$ cat config.mk
export PLATFORM = sky130hd
export DESIGN_NAME = commit_fifo
export DESIGN_NICKNAME = d
export VERILOG_FILES = /design/src/rtl/commit_fifo.sv
export SDC_FILE = /design/constraint.sdc
export NUM_CORES = 1
export LEC_CHECK = 0
export CORE_MARGIN = 2
export CORE_UTILIZATION = 55
export CTS_CLUSTER_SIZE = 25
export DETAILED_ROUTE_END_ITERATION = 8
export HOLD_SLACK_MARGIN = 0.06
export PLACE_DENSITY = 0.8
export SYNTH_ARGS = -nofsm -noshare
export SYNTH_HDL_FRONTEND = slang
export SYNTH_SLANG_ARGS = --single-unit
$ cat constraint.sdc
create_clock -name clk -period 17 [get_ports clk]
set_input_delay 3.4 -clock clk [delete_from_list [all_inputs] [get_ports clk]]
set_output_delay 3.4 -clock clk [all_outputs]
set_load 0.01 [all_outputs]
$ cat src/rtl/commit_fifo.sv
// commit_fifo: synchronous FIFO holding one commit stream
// ports: clk/rst (async, active-high)/clr (sync), push/din in, pop in, head/full/empty out
module commit_fifo #(
  parameter int W     = 37,
  parameter int DEPTH = 8
) (
  input  logic         clk,
  input  logic         rst,
  input  logic         clr,
  input  logic         push,
  input  logic         pop,
  input  logic [W-1:0] din,
  output logic [W-1:0] head,
  output logic         full,
  output logic         empty
);
  localparam int AW = $clog2(DEPTH);
  logic [W-1:0] mem [DEPTH];
  logic [AW:0] wr_q, wr_d, rd_q, rd_d;
  logic wr_en;
  assign empty = wr_q == rd_q;
  assign full  = wr_q == {~rd_q[AW], rd_q[AW-1:0]};
  assign head  = mem[rd_q[AW-1:0]];
  // a full FIFO still takes a push when its head leaves on the same edge
  always_comb begin
    wr_en = push && (!full || pop);
    wr_d  = clr ? '0 : wr_q + (AW+1)'(wr_en);
    rd_d  = clr ? '0 : rd_q + (AW+1)'(pop && !empty);
  end
  always_ff @(posedge clk or posedge rst)
    if (rst) begin
      wr_q <= '0;
      rd_q <= '0;
    end else begin
      wr_q <= wr_d;
      rd_q <= rd_d;
    end
  always_ff @(posedge clk)
    if (wr_en && !clr) mem[wr_q[AW-1:0]] <= din;
endmodule

# [Yosys cells after proc, flatten, opt, wreduce, memory -nomap -nowiden]
# Memory sizes are Yosys's and may differ from the RTL's.
# Cells that the tools add are included.
[word_totals] mem_bits_rw=296 ff_bits=8 memories=1
[mem_list] name="mem" words=8 width=37 read_ports=1 rd_ports_with_merged_regs=0 write_ports=1 line="18" rtl="logic [W-1:0] mem [DEPTH];"
[op_classes] n_addsub=2 n_eq_ne=2 n_reduce_logical=7 n_mux=4 n_bitwise=1
[ops] cell="$add 4x1->4" count=2
[ops] cell="$eq 4x4->1" count=2
[ops] cell="$mux 4" count=2
[ops] cell="$logic_and 1x1->1" count=3
[ops] cell="$logic_not 1->1" count=3
[ops] cell="$mux 1" count=2
[ops] cell="$logic_or 1x1->1" count=1
[ops] cell="$not 1->1" count=1

# [Logic depth before layout (Yosys ltp)]
[depth] ltp_word=8 mapped_depth=9

# [Least setup slack after synthesis]
# OpenSTA, ideal clock, no wires.
[synth_path] path_kind="in2reg" from="input clr" to="memory mem[1][0], enable pin" required_time_ns=16.453 n_path_buf=1 stages=3 setup_time_ns=0.547 setup_slack_ns=8.465 arrival_ns=7.988 path_cell_list="clkbuf_1 -> nand3b_1 -> a2111oi_1"
[synth_between] elab_chain_cells=4
[synth_lines] item="start, declared" line="9" rtl="input logic clr,"
[synth_lines] item="$logic_not 1->1" line="39" rtl="if (wr_en && !clr) mem[wr_q[AW-1:0]] <= din;"
[synth_lines] item="$logic_and 1x1->1" line="39"
[synth_lines] item="$mux 1" line="39"
[synth_lines] item="$mux 1 (not written as such)" line="39"
[synth_lines] item="end, declared" line="18"
# No other way between the ends.

# [Worst setup path in the final report]
[layout_path] from="register rd_q[0]" to="output head[35]"
[layout_between] elab_chain_cells=1
[layout_lines] item="start, declared" line="19" rtl="logic [AW:0] wr_q, wr_d, rd_q, rd_d;"
[layout_lines] item="start signal, assigned" line="36" rtl="rd_q <= rd_d;"
[layout_lines] item="$mem_v2 8x37"
[layout_lines] item="end, declared" line="13" rtl="output logic [W-1:0] head,"
# No other way between the ends.

==> results.txt <==
- The run finished with clean final reports.
* Total Die Area: 22400 sq um
- The final number of hold-violating endpoints was 0.
* Min-Delay Path Depth: 2
- Average cell area after synthesis: 24.0 sq um
* P_leak: 4.23 nW
* Number of diodes added for antenna fixing: 0
* Slowest stage cell, crit path: sky130_fd_sc_hd__dfrtp_4
- Worst supply voltage drop on vdd: 0.0896 mV
- Synthesized flop and latch total: approximately 300
- Areal power density over the cells: 120 nW/um^2
* Max-slew violations: 0
- Cells fill between 60% and 70% of the core in the end.
- Walking the worst path, the cells encountered are buf_4 > mux4_2 > mux2_2 > clkdlybuf4s50_1.
- Reg-to-reg endpoint: mem[4][31]
- Layout Skew: just over 0.008 ns
* Post-route cell area: between 10000 and 15000 sq um
- RSZ-0062 raised after global routing: false
* R2R Setup Slk: about 13 ns
* Multi-input gate area in the final layout: roughly 2500 sq um
* Setup crit start kind: flip-flop
- DRT antenna net count: 0
- Class of the most critical hold timing path: reg -> reg
- The floorplan step set the die width to 150 um.
- For the pin with the worst max-slew slack, the measured transition is 1.21 ns.
- # IOs: 81
- Worst-skew pair later-pin latency: 0.52 ns
- The number of gates resized after CTS was 0.
- Wire length of the first global-routing pass: 32000 um
- Cell at the root of the clock tree: sky130_fd_sc_hd__clkbuf_16
- The first routing iteration left 403 violations.
- Routed len/inst: around 24 um
- Yosys mapped the design onto 25 distinct sky130hd cell types.
* Number of nets in the finished design: 631
- For this run, design rule violations remaining after detail routing come to 0.
- Number of clock buffers inserted by TritonCTS: 29
- After filler insertion, the fill cell instance count of the layout stands at 1331.
* Core area: roughly 21000 sq um
- Launch instance of the worst register-to-register path: rd_q[2]
- The number of antenna violations at the first check in global routing came to 0.
* Peak clock frequency supported by timing: 0.142 GHz
* Hold path endpoint: rd_q[3]
- After synthesis the cells add up to 11600 sq um.
* Fin crit share: 41.4%
- Clock H-tree levels: 1
- After legalization and detailed placement, the total HPWL measured 11600 um.
* CP Data Required Time: ~14 ns
* DR pass1 iterations: 5
- Delay of the slowest cell on the worst path: 0.83 ns
* Startpoint-to-endpoint class of the critical path: reg -> out
- When the netlist entered floorplanning its net count stood at 531.
- Final setup vio count: 0
- Sequential elements use just under 80% of the synthesized area.
- Wirelength, routed: 20900 um
- The library cell used most frequently in the layout, excluding fill and tap cells, is sky130_fd_sc_hd__edfxtp_1.
- Yosys synthesis warning count: 0
- Max-cap violations in this run came to 0.
- The clock passes through at most 3 buffers.
* Vias per cell: 5.96
- All-Layer GR Usage: 19.2%
- The number of global-route vias before repair was 5531.
- In this run the post-CTS setup repair buffer count came out at 0.
* Maximum number of pins on one net before global-route repair: 83
- Measured along the y axis, the die boundary spans ~150 um.
* Setup crit end kind: output pin
- Routability-driven placement finished with a final weighted congestion of between 0.6 and 0.7.
* Post-CTS Hold Fix Bufs: 0
- Number of vias after detailed routing: ~5200
- For this configuration, the core starts out at a cell density of about 56%.
* Worst-path clk slew: approximately 0.06 ns
* CTS tree: done
- Total placed instance area: 12800 sq um
- Clock tree synthesis found a total of 304 sinks.
* Grt ovf: 0
* Worst relative slew slack: 19.4%
- Cells after Synth: 485
* Buffers on Ports: 80
* Highest fanout seen on the critical path: 44
* Most frequent cells in the layout: 296 x sky130_fd_sc_hd__edfxtp_1, 80 x sky130_fd_sc_hd__clkdlybuf4s50_1, 74 x sky130_fd_sc_hd__mux4_2
- For the worst setup path, the data arrival time is 3.63 ns.
* FF+latch area: roughly 9000 sq um
- Setup_tns: 0 ns
* Share of cells above drive strength 1: 28.5%
- Row count: 53
* Count of cells along the worst register-to-register path: 4
- Post-route minimum period: 7.03 ns
- Origin of the worst min-delay path: rd_q[3]
- Growth of design area from synthesis to finish: 17.5%
## synth_stat cells
cell	count	area share, %
sky130_fd_sc_hd__xnor2_1	5	0.38
sky130_fd_sc_hd__mux2_2	37	3.6
sky130_fd_sc_hd__buf_2	5	0.21
sky130_fd_sc_hd__a21boi_0	1	0.064
sky130_fd_sc_hd__edfxtp_1	296	76
sky130_fd_sc_hd__buf_1	4	0.13
sky130_fd_sc_hd__nand3b_1	1	0.064
sky130_fd_sc_hd__or4b_1	1	0.086
sky130_fd_sc_hd__and4b_1	1	0.086
sky130_fd_sc_hd__nor2_1	5	0.16
sky130_fd_sc_hd__nand2_1	2	0.064
sky130_fd_sc_hd__a21oi_1	2	0.086
sky130_fd_sc_hd__o21a_1	1	0.064
sky130_fd_sc_hd__xor2_1	3	0.23
sky130_fd_sc_hd__a2111oi_1	4	0.34
sky130_fd_sc_hd__buf_6	7	0.68
sky130_fd_sc_hd__ha_1	4	0.43
sky130_fd_sc_hd__inv_1	4	0.13
sky130_fd_sc_hd__nor4b_1	1	0.075
sky130_fd_sc_hd__dfrtp_1	8	1.7
sky130_fd_sc_hd__a211oi_1	2	0.13
sky130_fd_sc_hd__nand3_1	3	0.13
sky130_fd_sc_hd__clkbuf_1	9	0.29
sky130_fd_sc_hd__mux4_2	74	14
sky130_fd_sc_hd__nor2b_1	5	0.27
## metrics by stage
| stage | hold WS [ns] | power (mW) | cells | setup WS [ns] |
|---|---|---|---|---|
| after floorplan | 0.523 | 1.00 | 485 | 8.46 |
| after global placement | 0.540 | 1.08 | 829 | 10.45 |
| after detailed placement | 0.577 | 1.08 | 829 | 10.44 |
| after CTS | 0.591 | 1.66 | 878 | 9.86 |
| after global routing | 0.627 | 1.71 | 878 | 9.70 |
| final | 0.580 | 1.65 | 878 | 9.97 |
## flip-flops by register name, indices dropped and copies added (netlist names)
register  cells
mem         296
rd_q          4
wr_q          4
## worst max-delay path by stage
stage | cells past startpoint | slack [ns] | startpoint | endpoint
after detailed placement | 4 | 10.44 | rd_q[0] | head[35]
after floorplan | 3 | 8.46 | clr | mem[1][0]
final | 4 | 9.97 | rd_q[0] | head[35]
after CTS | 4 | 9.86 | rd_q[0] | head[20]
after global routing | 4 | 9.70 | rd_q[0] | head[35]
after global placement | 4 | 10.45 | rd_q[0] | head[35]
## worst max-delay path, delay by kind of cell, from the launching register on
family,cells,cell delay (ns)
buffers and inverters,2,1.28
multiplexers,2,0.91
flip-flops,1,0.83
## kinds of logic after synthesis
group	Yosys count	share of synthesized area, %
xor+xnor	8	0.602
buf+inv	29	1.44
flops	304	78.0
compound gates	10	0.687
simple gates	19	0.935
mux	111	17.9
fa+ha+maj	4	0.430
## power breakdown
part	internal (mW)	switching, mW
clock	0.339	0.245
combinational	0.129	0.0844
sequential	0.835	0.0153
## final cells by class
type	count	share of cell area (%)
sequential	304	66.5
multi-input combinational	152	18.0
timing repair buffer	94	6.62
clock buffer	34	5.44
tap	275	2.51
clock inverter	15	0.869
inverter	4	0.110
## metal layers
layer	vias to the layer above	wire, um	GRT usage (%)
li1	2244	-	-
met1	2785	8690	27.1
met2	169	10700	31.8
met3	33	1110	2.96
met4	0	437	5.76
met5	-	0	0
Power figures use the tool's default switching activity.
